--- config.mk ---
export PLATFORM = sky130hd
export DESIGN_NAME = instruction_fetch
export DESIGN_NICKNAME = d
export VERILOG_FILES = /design/src/rtl/riscv_pkg.sv /design/src/rtl/fetch_fifo.sv /design/src/rtl/instruction_fetch.sv
export SDC_FILE = /design/constraint.sdc
export NUM_CORES = 1
export LEC_CHECK = 0
export ABC_AREA = 1
export CAP_MARGIN = 20
export CELL_PAD_IN_SITES_DETAIL_PLACEMENT = 0
export CELL_PAD_IN_SITES_GLOBAL_PLACEMENT = 2
export CORE_MARGIN = 2
export CORE_UTILIZATION = 36
export DETAILED_ROUTE_END_ITERATION = 7
export PLACE_DENSITY = 0.95
export SLEW_MARGIN = 5
export SYNTH_ARGS = -nofsm -noshare
export SYNTH_HDL_FRONTEND = slang
export SYNTH_SLANG_ARGS = --single-unit
--- constraint.sdc ---
create_clock -name clk -period 7.4 [get_ports clk]
set_input_delay 1.48 -clock clk [delete_from_list [all_inputs] [get_ports clk]]
set_output_delay 1.48 -clock clk [all_outputs]
set_load 0.03 [all_outputs]
--- src/rtl/riscv_pkg.sv ---
// Shared definitions for the fetch front end: data width, reset vector,
// canonical NOP encoding and the fetch FSM state encoding.
package riscv_pkg;

  localparam int          XLEN     = 32;
  localparam logic [31:0] RESET_PC = 32'h0000_0000;
  localparam logic [31:0] NOP      = 32'h0000_0013;

  typedef logic [0:0] fetch_state_t;
  localparam fetch_state_t IDLE = 1'b0;
  localparam fetch_state_t RUN  = 1'b1;

endpackage

--- src/rtl/fetch_fifo.sv ---
// Synchronous FIFO of {instr, pc} pairs with a combinational head read
// and a clear that overrides push and pop.
module fetch_fifo #(
  parameter int WIDTH1     = 32,
  parameter int FIFO_DEPTH = 2
) (
  input  logic                        clk,
  input  logic                        reset,
  input  logic                        push,
  input  logic                        pop,
  input  logic                        clear,
  input  logic [WIDTH1-1:0]           wr_instr,
  input  logic [WIDTH1-1:0]           wr_pc,
  output logic [$clog2(FIFO_DEPTH):0] count,
  output logic [WIDTH1-1:0]           rd_instr,
  output logic [WIDTH1-1:0]           rd_pc
);

  localparam int AW = $clog2(FIFO_DEPTH);

  logic [WIDTH1-1:0] instr_mem [FIFO_DEPTH];
  logic [WIDTH1-1:0] pc_mem    [FIFO_DEPTH];
  logic [AW-1:0]     wr_ptr;
  logic [AW-1:0]     rd_ptr;

  always_ff @(posedge clk or posedge reset) begin
    if (reset) begin
      wr_ptr <= '0;
      rd_ptr <= '0;
      count  <= '0;
    end else if (clear) begin
      wr_ptr <= '0;
      rd_ptr <= '0;
      count  <= '0;
    end else begin
      if (push) wr_ptr <= wr_ptr + 1'b1;
      if (pop)  rd_ptr <= rd_ptr + 1'b1;
      case ({push, pop})
        2'b10:   count <= count + 1'b1;
        2'b01:   count <= count - 1'b1;
        default: count <= count;
      endcase
    end
  end

  // Storage needs no reset: the head is only observed while count != 0.
  always_ff @(posedge clk) begin
    if (push && !clear) begin
      instr_mem[wr_ptr] <= wr_instr;
      pc_mem[wr_ptr]    <= wr_pc;
    end
  end

  assign rd_instr = instr_mem[rd_ptr];
  assign rd_pc    = pc_mem[rd_ptr];

endmodule

--- src/rtl/instruction_fetch.sv ---
// PC generator and fetch buffer feeding decode over valid/ready; handles
// branch redirects with a full flush and flags misaligned targets.
//
// state | meaning
// IDLE  | fetch stalled, buffer and fetch_pc retained
// RUN   | one instruction pushed per cycle while buffer has room
module instruction_fetch
  import riscv_pkg::*;
#(
  parameter int                WIDTH1     = XLEN,
  parameter logic [WIDTH1-1:0] RESET_PC   = riscv_pkg::RESET_PC,
  parameter int                FIFO_DEPTH = 2
) (
  input  logic              clk,
  input  logic              reset,
  input  logic              fetch_en,
  output logic [WIDTH1-1:0] imem_addr,
  input  logic [WIDTH1-1:0] imem_rdata,
  input  logic              redirect_valid,
  input  logic [WIDTH1-1:0] redirect_pc,
  output logic              out_valid,
  input  logic              out_ready,
  output logic [WIDTH1-1:0] out_instr,
  output logic [WIDTH1-1:0] out_pc,
  output logic              misalign_err
);

  localparam int            CW      = $clog2(FIFO_DEPTH) + 1;
  localparam logic [CW-1:0] DEPTH_C = CW'(FIFO_DEPTH);

  fetch_state_t      state;
  logic [WIDTH1-1:0] fetch_pc;
  logic [CW-1:0]     count;
  logic [WIDTH1-1:0] head_instr;
  logic [WIDTH1-1:0] head_pc;
  logic [WIDTH1-1:0] hold_instr;
  logic [WIDTH1-1:0] hold_pc;
  logic              push;
  logic              pop;

  assign out_valid = (count != '0);
  assign pop       = out_valid & out_ready;
  assign push      = (state == RUN) & ~redirect_valid & ((count < DEPTH_C) | pop);
  assign imem_addr = fetch_pc;

  always_ff @(posedge clk or posedge reset) begin
    if (reset) begin
      state        <= IDLE;
      fetch_pc     <= RESET_PC;
      misalign_err <= 1'b0;
    end else begin
      case (state)
        IDLE:    if (fetch_en)  state <= RUN;
        RUN:     if (!fetch_en) state <= IDLE;
        default: state <= IDLE;
      endcase
      if (redirect_valid) begin
        fetch_pc <= {redirect_pc[WIDTH1-1:2], 2'b00};
        if (redirect_pc[1:0] != 2'b00) misalign_err <= 1'b1;
      end else if (push) begin
        fetch_pc <= fetch_pc + WIDTH1'(4);
      end
    end
  end

  // Last head shown to decode, replayed on the outputs while the buffer is empty.
  always_ff @(posedge clk or posedge reset) begin
    if (reset) begin
      hold_instr <= '0;
      hold_pc    <= '0;
    end else if (out_valid) begin
      hold_instr <= head_instr;
      hold_pc    <= head_pc;
    end
  end

  assign out_instr = out_valid ? head_instr : hold_instr;
  assign out_pc    = out_valid ? head_pc    : hold_pc;

  fetch_fifo #(
    .WIDTH1     (WIDTH1),
    .FIFO_DEPTH (FIFO_DEPTH)
  ) u_fifo (
    .clk      (clk),
    .reset    (reset),
    .push     (push),
    .pop      (pop & ~redirect_valid),
    .clear    (redirect_valid),
    .wr_instr (imem_rdata),
    .wr_pc    (fetch_pc),
    .count    (count),
    .rd_instr (head_instr),
    .rd_pc    (head_pc)
  );

endmodule

---- Word level (Yosys, flattened, before mapping) ----
Memory sizes are Yosys's and may differ from the RTL's.
Index checks and enable logic that the tools add are counted.
storage, ports and cells
  RAM bits ................................ 128
  memories ................................ 2
  register bits ........................... 102
  input port bits ......................... 69
  output and inout port bits .............. 98
memory list
  memory            depth  width  read ports  clocked after memory_dff  wr ports  RTL line          text
  u_fifo.instr_mem  2      32     1           0                         1         fetch_fifo.sv:21  logic [WIDTH1-1:0] instr_mem [FIFO_DEPTH];
  u_fifo.pc_mem     2      32     1           0                         1         fetch_fifo.sv:22  logic [WIDTH1-1:0] pc_mem [FIFO_DEPTH];
operators by class
  equality and inequality tests ........... 2
  reductions and logical operators ........ 8
  $lt $le $gt $ge ......................... 1
  add/subtract/negate cells ............... 5
  bitwise gates (word level) .............. 6
  mux-type cells .......................... 13
operators by type and width
  operator                                              number
  2-to-1 mux 32 bit                                     4
  adder 32 x 3 -> 32 bit (second input constant)        1
  nonzero test 2 bit                                    4
  2-to-1 mux 1 bit                                      7
  bitwise AND 1 bit                                     4
  case mux 2 bit (2 select lines)                       1
  nonzero test 3 bit                                    1
  adder 1 bit (second input constant)                   2
  adder 2 x 1 -> 2 bit (second input constant)          1
  equality test 2 x 1 -> 1 bit (second input constant)  1
  equality test 2 bit (second input constant)           1
  less-than comparator 2 bit (second input constant)    1
  2-to-1 mux 2 bit                                      1
  AND reduction 2 bit                                   1
  subtractor 2 x 1 -> 2 bit (second input constant)     1
  logical AND 1 bit                                     1
  zero test 1 bit                                       1
  NOT 1 bit                                             1
  bitwise OR 1 bit                                      1

---- Depth between registers and ports, before layout ----
Gate-level depths: netlist (run 1).
  depth in word-level cells ............... 7
  mapped depth ............................ 10
  gate-level depth less buffers ........... 10

---- Modules after synthesis ----
From an unflattened synthesis (run 1), not the netlist that was laid out.
second synthesis, totals
  cells, all modules ...................... 860
  area, all modules ....................... 9689.3 µm²
modules (own cells, without submodules)
  module             area each (µm²)  instances  cells an instance
  fetch_fifo         5003.5           1          234
  instruction_fetch  4685.7           1          626

---- Worst setup path after synthesis (run 1) ----
OpenSTA, ideal clock, no wires.
  kind .................................... in2reg
  from .................................... in out_ready
  to ...................................... mem u_fifo.instr_mem[0][0], enable pin
  path buffers ............................ 0
  slack ................................... 2.407 ns
  cell stages on the path ................. 4
  arrival time ............................ 4.510 ns
  required time ........................... 6.917 ns
  library setup time ...................... 0.483 ns
  path through ............................ inv_1 > a21oi_4 > nand2_4 > nor2_1
between the ends
  cells in the longest elaborated chain, start to end .. 6
ends and longest elaborated chain
  element                                 RTL line                 text
  from (decl)                             instruction_fetch.sv:22  input logic out_ready,
  bitwise AND 1 bit                       instruction_fetch.sv:42  assign pop = out_valid & out_ready;
  bitwise OR 1 bit                        instruction_fetch.sv:43  assign push = (state == RUN) & ~redirect_valid & ((count < DEPTH_C) | pop);
  bitwise AND 1 bit                       instruction_fetch.sv:43
  logical AND 1 bit                       fetch_fifo.sv:48         if (push && !clear) begin
  2-to-1 mux 1 bit                        fetch_fifo.sv:48
  2-to-1 mux 1 bit (implied by the code)  fetch_fifo.sv:49         instr_mem[wr_ptr] <= wr_instr;
  to (decl)                               fetch_fifo.sv:21
No other way between the ends.

---- Final worst setup path (run 1) ----
  from .................................... reg u_fifo.rd_ptr
  to ...................................... out out_pc[8]
between the ends
  cells in the longest elaborated chain, start to end .. 2
ends and longest elaborated chain
  element                 RTL line                 text
  from (decl)             fetch_fifo.sv:24         logic [AW-1:0] rd_ptr;
  from (signal assigned)  fetch_fifo.sv:37         if (pop) rd_ptr <= rd_ptr + 1'b1;
  memory (2 x 32 bit)     n/a
  2-to-1 mux 32 bit       n/a
  to (decl)               instruction_fetch.sv:24  output logic [WIDTH1-1:0] out_pc,
No other way between the ends.

==> results.toml, run 1 <==
[timing]
drv_slew = 0
finalClockSkew_ns = 0.00767
achievable-frequency_mhz = 209
max_slew.worst_pin.slew_ns = 0.867
finalSetupViolations = 0
grt_setup_unrepaired = "no"
timing.final.crit_share_pct = 64.8
period_needed_ns = 4.80
hold_viol = 0
timing.hold.ws_ns = 0.486
maxSlewHeadroom_pct = 42.2
tns_ns = 0
setup_ws_ns = 2.60

[setup_path]
cp_slowest_cell = "clkdlybuf4s50_1"
timing.rr.start = "u_fifo.count[1]"
cp.arrival_ns = 3.32
startpoint_type = "flop"
r2r_cells = 4
path_max_fanout = 63
cp-end-kind = "primary output"
crit_top_cell = "buf_4"
reg2reg_to = "u_fifo.instr_mem[1][22]"
worstPathCellList = "buf_4, inv_2, buf_4, nand2_1, a31oi_1, clkdlybuf4s50_1"
max_stage_delay_ns = 0.73
worst-setup-path-type = "flop to primary output"
worst_ep_required_time_ns = 5.92
rrSetupSlack_ns = 5.10

[die]
chipWidth_um = 163
core_area_um2 = 25000
floorplan.die.height_um = 163
start_util_pct = 36.4
row_count = 58
num_io_pins = 167
dieArea_um2 = 26600

[placement]
pre_cts_slack_ns = 3.04
place_congestion = 0.838
port_buffers = 164
dp_cells = 1345
dp_hpwl_um = 14600
detailed_place.area_um2 = 11100

[clock_network]
clk_pin_slew_ns = 0.06
cts_buffer_depth = 3
htree_levels = 1
cts_setup_buffers = 0
clock_latency_ns = 0.51
clock_sinks = 224
cts_tree = "done"
cts_resized = 0
ctsHoldBuffers = 0
cts-root-buf = "clkbuf_16"
cts_buffers = 25

[routing]
antenna_left = 0
drc = 0
routed_wl_um = 21900
drt-initial-drc-count = 354
drt-pass1-iter-count = 4
vias_per_cell = 4.65
wl_per_cell_um = 15.8
num_vias = 6461

[synth]
netlist_top_cells_count = "nand2_1 (296), edfxtp_1 (124), nor2_1 (115)"
syn_area_um2 = 9120
synth_cells = 878
synth_edf_count = 124
synth-seq-cells = 224
synth.most_common_cell = "nand2_1"
ys_top_cells_by_area = "edfxtp_1 (41%), dfrtp_1 (27%), nand2_1 (12%)"
synth.yosys.seq_area_share_pct = 68.2
yosysTopAreaCell = "edfxtp_1"
synth-main-ff-cell = "edfxtp_1"
async_flop_share_pct = 44.6
synth_cell_types = 31
ys_warn_count = 0
synth_top_area_share_pct = 40.8
synth_area_per_cell_um2 = 10.4

[global_routing]
antenna_found_initial = 0
grt-ovfl-total = 0
grt_max_degree = 71
grt_pass1_wl_um = 34600
first_global_vias = 6363
grt_use_total_pct = 16.7

[power_and_ir_drop]
power_density_nw_per_um2 = 355
ir_drop_uv = 233
p_leak_nw = 4.65
power_mw = 4.23

[layout]
diodes = 0
seqCellArea_um2 = 6230
final_util_pct = 47.7
area_growth_pct = 30.8
finalNetCount = 1112
final_layout_size_suffix_gt1_share_pct = 6.51
fin_area_um2 = 11900
multi_input_area_um2 = 2540
layout.cells.non_filler = 1390
n_fill_cell = 2325

[hold_path]
min_from = "hold_pc[1]"
min_path_type = "flop to flop"
min_to = "hold_pc[1]"
whs_path_depth = 2

[run_status]
status = "complete, no violations"

[flow_run]
cap_violations = 0
## where the power goes
part	switching (mW)	leakage [nW]	internal [mW]
Combinational	0.836	1.95	0.501
Sequential	0.107	2.29	1.55
Clock	0.482	0.408	0.756
## flip-flops by register name, indices dropped and copies added, names as in the netlist
signal and cells:
u_fifo.instr_mem 64, hold_pc 32, u_fifo.rd_ptr 1, u_fifo.count 2, u_fifo.wr_ptr 1, hold_instr 32, state 1, imem_addr 30
u_fifo.pc_mem 60, misalign_err 1
## cell usage in the layout (no fill, tap or decap), types with 3 or more instances in the layout
cell type	n
nand2_2	3
o21ai_0	22
inv_2	4
inv_1	48
clkbuf_16	25
a31oi_1	63
nand2_1	295
bufinv_16	3
o211ai_1	3
o21ai_1	3
nor2_2	3
buf_4	7
edfxtp_1	124
clkdlybuf4s50_1	164
clkinv_2	4
a22o_1	4
clkbuf_1	4
a21oi_1	7
xor2_1	5
nand3_1	24
clkbuf_8	3
nor2_1	113
dfrtp_1	99
nor2_4	7
## cell families after synthesis
group	after synthesis	share of synthesized area, %
DFF	224	68.2
buffers and inverters	89	4.20
other	1	0.0411
xor gates and xnor gates	7	0.672
adders and majority gates	1	0.137
and+or+nand+nor	450	19.6
AOI/OAI and AO/OA	106	7.13
## area by class of cell
cell class	instances	share of cell area, %
Inverter	53	1.69
Clock inverter	13	1.27
Timing Repair Buffer	172	14.4
Tap cell	330	3.46
Multi-Input combinational cell	566	21.3
Sequential cell	224	52.2
Clock buffer	32	5.71
## worst max path at each step
stage | endpoint | depth (start not counted) | slack (ns) | from
3_3_place_gp | u_fifo.instr_mem[1][25] | 6 | 3.02 | redirect_valid
5_1_grt | out_pc[10] | 6 | 2.36 | u_fifo.rd_ptr
6_report | out_pc[8] | 6 | 2.60 | u_fifo.rd_ptr
4_1_cts | out_pc[8] | 6 | 2.49 | u_fifo.rd_ptr
2_1_floorplan | u_fifo.instr_mem[0][0] | 4 | 2.41 | out_ready
3_5_place_dp | out_pc[8] | 6 | 3.04 | u_fifo.rd_ptr
## worst max-delay path: cells and delay by family (launching register included)
| kind | cells | cell delay, ns |
|---|---|---|
| compound gates | 1 | 0.31 |
| buf+inv | 4 | 1.99 |
| simple gates | 1 | 0.10 |
| flops | 1 | 0.38 |
## routing by layer
| metal | wire (um) | track usage, % |
|---|---|---|
| met5 | 0 | 0 |
| met3 | 1080 | 2.95 |
| met1 | 9880 | 22.1 |
| met4 | 401 | 4.18 |
| met2 | 10600 | 28.5 |
Note: power is estimated with default switching activity, not from simulation.
==> run 2: changes to the inputs <==
--- a/config.mk
+++ b/config.mk
@@ -10,9 +10,9 @@
 export CELL_PAD_IN_SITES_DETAIL_PLACEMENT = 0
 export CELL_PAD_IN_SITES_GLOBAL_PLACEMENT = 2
 export CORE_MARGIN = 2
-export CORE_UTILIZATION = 36
+export CORE_UTILIZATION = 30
 export DETAILED_ROUTE_END_ITERATION = 7
-export PLACE_DENSITY = 0.95
+export PLACE_DENSITY = 0.87
 export SLEW_MARGIN = 5
 export SYNTH_ARGS = -nofsm -noshare
 export SYNTH_HDL_FRONTEND = slang
==> constraint.sdc (replaced) <==
create_clock -name clk -period 4 [get_ports clk]
set_input_delay 0.8 -clock clk [delete_from_list [all_inputs] [get_ports clk]]
set_output_delay 0.8 -clock clk [all_outputs]
set_load 0.03 [all_outputs]
==> run 2 against run 1 <==
Effect of this change: clock power is 85% higher; critical path depth is the same; die area grew 19%; global-route usage shrank 1.7 points; via count up 2.2%; combinational power increased by 88%.
==> results.toml, run 2 (synthesized netlist as in run 1, its figures left out) <==
[run_status]
status = "complete, no violations"

[timing]
maxSlewHeadroom_pct = 58.3
max_slew.worst_pin.slew_ns = 0.625
achievable-frequency_mhz = 275
timing.final.crit_share_pct = 90.8
drv_slew = 0
hold_viol = 0
finalClockSkew_ns = 0.0268
grt_setup_unrepaired = "no"
tns_ns = 0
finalSetupViolations = 0
period_needed_ns = 3.63
setup_ws_ns = 0.370

[setup_path]
worst_ep_required_time_ns = 3.20
path_max_fanout = 39
cp-end-kind = "primary output"
worst-setup-path-type = "flop to primary output"
rrSetupSlack_ns = 2.02
max_stage_delay_ns = 0.73
worstPathCellList = "inv_1, nand2_4, buf_4, nor2_1, a31oi_1, clkdlybuf4s50_1"
cp.arrival_ns = 2.83
startpoint_type = "flop"
cp_slowest_cell = "clkdlybuf4s50_1"

[power_and_ir_drop]
netSwitchingFraction_pct = 34.1
power_mw = 7.89
p_comb_share_pct = 31.9
ir_drop_uv = 253
seqPwrFrac_pct = 39.0
power_density_nw_per_um2 = 652
p_clk_share_pct = 29.1
p_leak_nw = 4.69
p_switching_mw = 2.69
p_int_mw = 5.20

[die]
core_area_um2 = 29800
num_io_pins = 167
dieArea_um2 = 31800
start_util_pct = 30.6
floorplan.die.height_um = 178
chipWidth_um = 178
row_count = 63

[layout]
reg_top3 = "u_fifo.instr_mem: 64 flops, u_fifo.pc_mem: 60 flops"
n_fill_cell = 2918
diodes = 0
layout.cells.non_filler = 1456
fin_area_um2 = 12100
layout_commonest_cell = "nand2_1"
largest_reg_flops = 64
final_layout_size_suffix_gt1_share_pct = 7.04
area_growth_pct = 32.7
final_cell_mix = "nand2_1 (295), clkdlybuf4s50_1 (164), edfxtp_1 (124)"
regMostFlops = "u_fifo.instr_mem"
finalNetCount = 1116

[routing]
drt-initial-drc-count = 411
drt-pass1-iter-count = 4
antenna_left = 0
dr_wl_met3_um = 1250
num_vias = 6605
highest_layer = "met4"
met1_length_um = 10900
wl_per_cell_um = 16.3
wl_met2_um = 11200
routed_wl_um = 23700
drc = 0
vias_per_cell = 4.54

[global_routing]
first_global_vias = 6668
grt_pass1_wl_um = 37000
grt_use_total_pct = 15.0
grt-ovfl-total = 0
grt_max_degree = 64
antenna_found_initial = 0

[placement]
dp_hpwl_um = 15900
port_buffers = 164
place_congestion = 0.798
pre_cts_slack_ns = 0.874
detailed_place.area_um2 = 11300
dp_cells = 1408

[clock_network]
clk_pin_slew_ns = 0.06
cts_resized = 0
htree_levels = 1
clock_sinks = 224
clock_latency_ns = 0.53
cts_setup_buffers = 0
cts-root-buf = "clkbuf_16"
cts_tree = "done"
ctsHoldBuffers = 0
cts_buffer_depth = 3
cts_buffers = 26

[flow_run]
cap_violations = 0

[hold_path]
min_path_type = "flop to flop"
[run 2: power groups by stage]
stage | clock network [mW] | logic [mW] | registers [mW]
after floorplan | 0 | 1.45 | 3.12
after global placement | 0 | 2.52 | 3.11
after detailed placement | 0 | 2.55 | 3.12
after CTS | 2.37 | 2.55 | 3.08
after global routing | 2.46 | 2.71 | 3.13
final | 2.30 | 2.52 | 3.07
[run 2: per-stage QoR]
step	hold WS, ns	utilization (%)
2_1_floorplan	0.551	-
3_3_place_gp	0.477	37.8
3_5_place_dp	0.482	37.8
4_1_cts	0.495	40.6
5_1_grt	0.528	40.6
6_report	0.489	40.6
[run 2: area by class of cell]
| cell class | count | area, um^2 | area share (%) |
|---|---|---|---|
| flip-flops and latches | 224 | 6230 | 51.4 |
| multi-input cells | 566 | 2540 | 21.0 |
| repair buffers | 175 | 1800 | 14.9 |
| clock buffers | 35 | 746 | 6.16 |
| well taps | 390 | 488 | 4.03 |
| inverters | 53 | 201 | 1.66 |
| clock inverters | 13 | 106 | 0.878 |
[run 2: final timing paths]
| check | start | to | cells past startpoint |
|---|---|---|---|
| setup / recovery | u_fifo.count[1] | out_pc[15] | 6 |
| hold / removal | hold_pc[0] | hold_pc[0] | 2 |
| setup reg to reg | imem_addr[2] | imem_addr[12] | 8 |
| hold reg to reg | hold_pc[0] | hold_pc[0] | 2 |
| min in group asynchronous | reset | hold_instr[7] | 2 |
| max in group asynchronous | reset | u_fifo.rd_ptr | 3 |
[run 2: worst max-delay path, delay by kind of cell (launching register included)]
kind	cells	cell delay, ns
simple gates	2	0.44
flops	1	0.45
buf+inv	3	1.14
compound gates	1	0.26
[run 2: routing by layer]
layer | vias to the layer above | global-route usage [%]
met3 | 28 | 2.81
li1 | 3258 | -
met5 | - | 0
met4 | 0 | 3.08
met2 | 169 | 25.1
met1 | 3150 | 20.2
